**config.mk**
```make
export PLATFORM = sky130hd
export DESIGN_NAME = mem_request_unit
export DESIGN_NICKNAME = d
export VERILOG_FILES = /design/src/rtl/mem_request_unit.sv
export SDC_FILE = /design/constraint.sdc
export NUM_CORES = 1
export LEC_CHECK = 0
export CAP_MARGIN = 20
export CORE_MARGIN = 5
export CORE_UTILIZATION = 36
export DETAILED_ROUTE_END_ITERATION = 10
export HOLD_SLACK_MARGIN = 0.1
export PLACE_DENSITY_LB_ADDON = 0.25
export SYNTH_ARGS = -nofsm -noshare
export SYNTH_HDL_FRONTEND = slang
export SYNTH_SLANG_ARGS = --single-unit
```
**constraint.sdc**
```tcl
create_clock -name CLK -period 6.2 [get_ports CLK]
set_clock_uncertainty 0.1 [all_clocks]
set_input_delay 0.62 -clock CLK [delete_from_list [all_inputs] [get_ports CLK]]
set_output_delay 0.62 -clock CLK [all_outputs]
set_load 0.02 [all_outputs]
```
**src/rtl/mem_request_unit.sv**
```systemverilog
// Memory request unit: owns the PC, drives instruction fetch, and fronts the data cache
// port with a posted store buffer, load ordering behind stores, and drain-then-halt.
module mem_request_unit #(
  parameter int                WORD_W     = 32,
  parameter logic [WORD_W-1:0] PC_INIT    = '0,
  parameter int                WBUF_DEPTH = 2
) (
  input  logic              CLK,
  input  logic              nRST,
  input  logic              pc_we,
  input  logic [WORD_W-1:0] pc_next,
  output logic [WORD_W-1:0] pc,
  input  logic              ifetch_en,
  output logic [WORD_W-1:0] instr,
  output logic              instr_valid,
  input  logic              dREN_req,
  input  logic              dWEN_req,
  input  logic [WORD_W-1:0] daddr_req,
  input  logic [WORD_W-1:0] dstore_req,
  output logic              dreq_ready,
  output logic [WORD_W-1:0] dload_data,
  input  logic              halt_in,
  output logic              imemREN,
  output logic [WORD_W-1:0] imemaddr,
  input  logic              ihit,
  input  logic [WORD_W-1:0] imemload,
  output logic              dmemREN,
  output logic              dmemWEN,
  output logic [WORD_W-1:0] dmemaddr,
  output logic [WORD_W-1:0] dmemstore,
  input  logic              dhit,
  input  logic [WORD_W-1:0] dmemload,
  output logic              halt
);

  localparam int PTR_W = (WBUF_DEPTH > 1) ? $clog2(WBUF_DEPTH) : 1;
  localparam int CNT_W = $clog2(WBUF_DEPTH + 1);

  typedef enum logic {IDLE = 1'b0, LOAD = 1'b1} state_t;

  state_t            state_q, state_d;
  logic [WORD_W-1:0] pc_q, pc_d;
  logic [PTR_W-1:0]  head_q, head_d, tail_q, tail_d;
  logic [CNT_W-1:0]  count_q, count_d;
  logic              halted_q, halted_d;
  logic              halt_q, halt_d;

  logic [WORD_W-1:0] addr_mem [WBUF_DEPTH];
  logic [WORD_W-1:0] data_mem [WBUF_DEPTH];

  logic buf_empty, buf_full, store_acc, drain, deq, load_start, load_done;

  function automatic logic [PTR_W-1:0] ptr_inc(input logic [PTR_W-1:0] p);
    return (p == PTR_W'(WBUF_DEPTH - 1)) ? '0 : p + 1'b1;
  endfunction

  always_comb begin
    buf_empty  = (count_q == '0);
    buf_full   = (count_q == CNT_W'(WBUF_DEPTH));
    // A full buffer never passes a store through, even if it dequeues this cycle.
    store_acc  = dWEN_req & ~halted_q & ~buf_full;
    drain      = ~buf_empty & (state_q == IDLE);
    deq        = drain & dhit;
    load_start = (state_q == IDLE) & dREN_req & ~halted_q & buf_empty;
    load_done  = (state_q == LOAD) & dhit;
  end

  always_comb begin
    pc_d     = pc_we ? pc_next : pc_q;
    head_d   = deq ? ptr_inc(head_q) : head_q;
    tail_d   = store_acc ? ptr_inc(tail_q) : tail_q;
    count_d  = count_q;
    if (store_acc && !deq)
      count_d = count_q + 1'b1;
    else if (deq && !store_acc)
      count_d = count_q - 1'b1;
    state_d  = state_q;
    case (state_q)
      IDLE:    if (load_start) state_d = LOAD;
      LOAD:    if (load_done)  state_d = IDLE;
      default: state_d = IDLE;
    endcase
    halted_d = halted_q | halt_in;
    halt_d   = halted_q & buf_empty & (state_q == IDLE);
  end

  always_ff @(posedge CLK) begin
    if (!nRST) begin
      state_q  <= IDLE;
      pc_q     <= PC_INIT;
      head_q   <= '0;
      tail_q   <= '0;
      count_q  <= '0;
      halted_q <= 1'b0;
      halt_q   <= 1'b0;
    end else begin
      state_q  <= state_d;
      pc_q     <= pc_d;
      head_q   <= head_d;
      tail_q   <= tail_d;
      count_q  <= count_d;
      halted_q <= halted_d;
      halt_q   <= halt_d;
      if (store_acc) begin
        addr_mem[tail_q] <= daddr_req;
        data_mem[tail_q] <= dstore_req;
      end
    end
  end

  assign pc          = pc_q;
  assign imemaddr    = pc_q;
  assign imemREN     = ifetch_en & ~halted_q;
  assign instr       = imemload;
  assign instr_valid = imemREN & ihit;
  assign dmemREN     = (state_q == LOAD);
  assign dmemWEN     = drain;
  assign dmemaddr    = (state_q == LOAD) ? daddr_req : (drain ? addr_mem[head_q] : '0);
  assign dmemstore   = drain ? data_mem[head_q] : '0;
  assign dreq_ready  = store_acc | load_done;
  assign dload_data  = load_done ? dmemload : '0;
  assign halt        = halt_q;

endmodule

```
==> flow_metrics.env <==
export IMPL_drive_above_1_share=0.0562
export IMPL_syn_to_final_growth_pct=47.9
export IMPL_max_cap_violations=0
export IMPL_rows=51
export IMPL_coreArea_sq_um=19500
export IMPL_yosysSeqAreaShare=0.650
export IMPL_hpwl_um=13500
export IMPL_ant_nets=0
export IMPL_grt_pass1_wl_um=28100
export IMPL_synth_commonest_cells="128 x edfxtp_1, 96 x mux2i_1, 68 x nor2_1"
export IMPL_drt_iter0_markers=170
export IMPL_clock_latency_ns=0.42
export IMPL_die_x_um=151
export IMPL_multiInputGateArea_sq_um=1880
export IMPL_start_util=0.366
export IMPL_async_flop_share=0
export IMPL_h_tree_depth=4
export IMPL_hold_violations=0
export IMPL_synthesis_nets=727
export IMPL_yosys_top_cells_area="edfxtp_1 54%, mux2i_1 13%, dfxtp_1 11%, buf_4 6.7%, nor2_1 3.6%"
export IMPL_whs_ns=0.411
export IMPL_cts_resized=0
export IMPL_drc=0
export IMPL_synth_top_area_frac=0.538
export IMPL_hold_path_class="register to register"
export IMPL_tightest_slew_ns=1.02
export IMPL_crit_arrival_ns=2.74
export IMPL_clock_root_buffer="clkbuf_16"
export IMPL_cp_max_fo=35
export IMPL_die_area_sq_um=22800
export IMPL_grt_pass1_vias=5267
export IMPL_cts_setup_buffers=0
export IMPL_cp_required_ns=5.48
export IMPL_yosysTopAreaCell="edfxtp_1"
export IMPL_path_class="input port to primary output"
export IMPL_fin_nets=958
export IMPL_ir_worst_vdd_mv=0.210
export IMPL_setup_viol=0
export IMPL_ff_latch_area_sq_um=4650
export IMPL_drtPass1Iterations=4
export IMPL_synth_cell_type_count=22
export IMPL_clk_pin_slew_ns=0.06
export IMPL_post_drt_wl_per_cell_um=17.7
export IMPL_postCtsHoldBufs=0
export IMPL_port_buffers=302
export IMPL_synth_area_sq_um=7150
export IMPL_start_kind="input port"
export IMPL_final_util=0.541
export IMPL_n_fill_cell=1656
export IMPL_rsz0062_at_grt="false"
export IMPL_vias_per_cell=4.65
export IMPL_grt_max_degree=70
export IMPL_synth_edf_count=128
export IMPL_run_status="complete, no violations"
export IMPL_fin_crit_ns=3.46
export IMPL_p_per_area_nw_per_um2=358
export IMPL_die_h_um=151
export IMPL_grt_antenna_before_repair=1
export IMPL_tns_ns=0
export IMPL_vias=4966
export IMPL_cts_buffers_inserted=17
export IMPL_timing_final_crit_share=0.558
export IMPL_gp_congestion=0.810
export IMPL_totalWireLength_um=18900
export IMPL_grt_usage=0.163
export IMPL_slew_viol_final=0
export IMPL_max_freq_mhz=289
export IMPL_syn_inst=557
export IMPL_post_dp_cell_area_sq_um=9930
export IMPL_syn_area_per_cell_sq_um=12.8
export IMPL_cts_tree="built"
export IMPL_p_total_uw=3790
export IMPL_synth_seq_cells=168
export IMPL_yosysMostFrequentCell="edfxtp_1"
export IMPL_clock_sinks=168
export IMPL_grt_ovfl_total=0
export IMPL_cp_end_kind="primary output"
export IMPL_synthFlopType="edfxtp_1"
export IMPL_clockBufferDepth=2
export IMPL_p_leak_uw=0.00378
export IMPL_fin_area_sq_um=10600
export IMPL_ios=367
export IMPL_synth_warnings=0
export IMPL_maxSlewHeadroom=0.319
==> logic make-up after synthesis <==
group / after synthesis / synth area share
AO/OA/AOI/OAI: 41 / 0.0291
XOR/XNOR: 2 / 0.00245
adder cells (fa/ha/maj): 1 / 0.00175
buffers and inverters: 101 / 0.0891
flip-flops: 168 / 0.650
multiplexers: 96 / 0.134
AND/OR/NAND/NOR: 148 / 0.0932
==> sequential cells by signal, summed over array words and instances (netlist names), named ones only <==
| signal | flops |
|---|---|
| data_mem | 64 |
| halted_q | 1 |
| count_q | 2 |
| dmemREN | 1 |
| tail_q | 1 |
| head_q | 1 |
| halt | 1 |
| addr_mem | 64 |
| imemaddr | 32 |
==> power breakdown <==
| part | switching [uW] | internal, uW | total (uW) |
|---|---|---|---|
| Sequential | 60.8 | 1300 | 1360 |
| Clock | 448 | 601 | 1050 |
| Combinational | 731 | 651 | 1380 |
==> metrics by stage <==
stage | setup slack, ns | cells
final | 2.74 | 1067
after global routing | 2.59 | 1067
after CTS | 2.26 | 1064
after detailed placement | 2.67 | 1032
after global placement | 2.79 | 1032
after floorplan | 0.189 | 557
==> layer usage <==
metal | vias to the layer above | track usage | routed length, um
met5 | - | 0 | 0
met4 | 0 | 0.0707 | 615
met3 | 41 | 0.0631 | 1740
met2 | 251 | 0.276 | 9410
met1 | 2300 | 0.182 | 7130
li1 | 2374 | - | -
==> layout by cell type (no fill, tap or decap), drive strengths merged <==
cell type,n
inv,11
edfxtp,128
bufinv,2
ha,1
nor2,68
a21oi,5
nor4b,1
mux2i,96
clkinv,3
clkinvlp,4
dfxtp,40
clkbuf,17
clkdlybuf4s50,301
or2,1
nand2,36
diode,1
nor3,2
o21bai,1
xor2,2
or3,3
nor2b,2
buf,7
o21ai,35
and3,33
nand2b,1
and2,1
==> path summary, 6_finish.rpt <==
check	start	end	slack, ns	cells past startpoint
max	dhit	dload_data[2]	2.74	3
min	head_q	register	0.41	2
max reg2reg	count_q[0]	data_mem[1][19]	3.49	5
min reg2reg	head_q	register	0.41	2
==> worst max-delay path, stage by stage <==
cell             delay (ns)
clkdlybuf4s50_1        1.13
and3_1                 0.34
clkdlybuf4s50_1        0.63
==> cell type report <==
cell class	instances	area share
clock buffer	17	0.0403
tap	265	0.0314
multi-input combinational	288	0.178
inverter	5	0.00178
timing repair buffer	308	0.293
clock inverter	15	0.0155
antenna	1	0.000237
sequential	168	0.440
No activity file was read; power rests on OpenSTA's default activity.
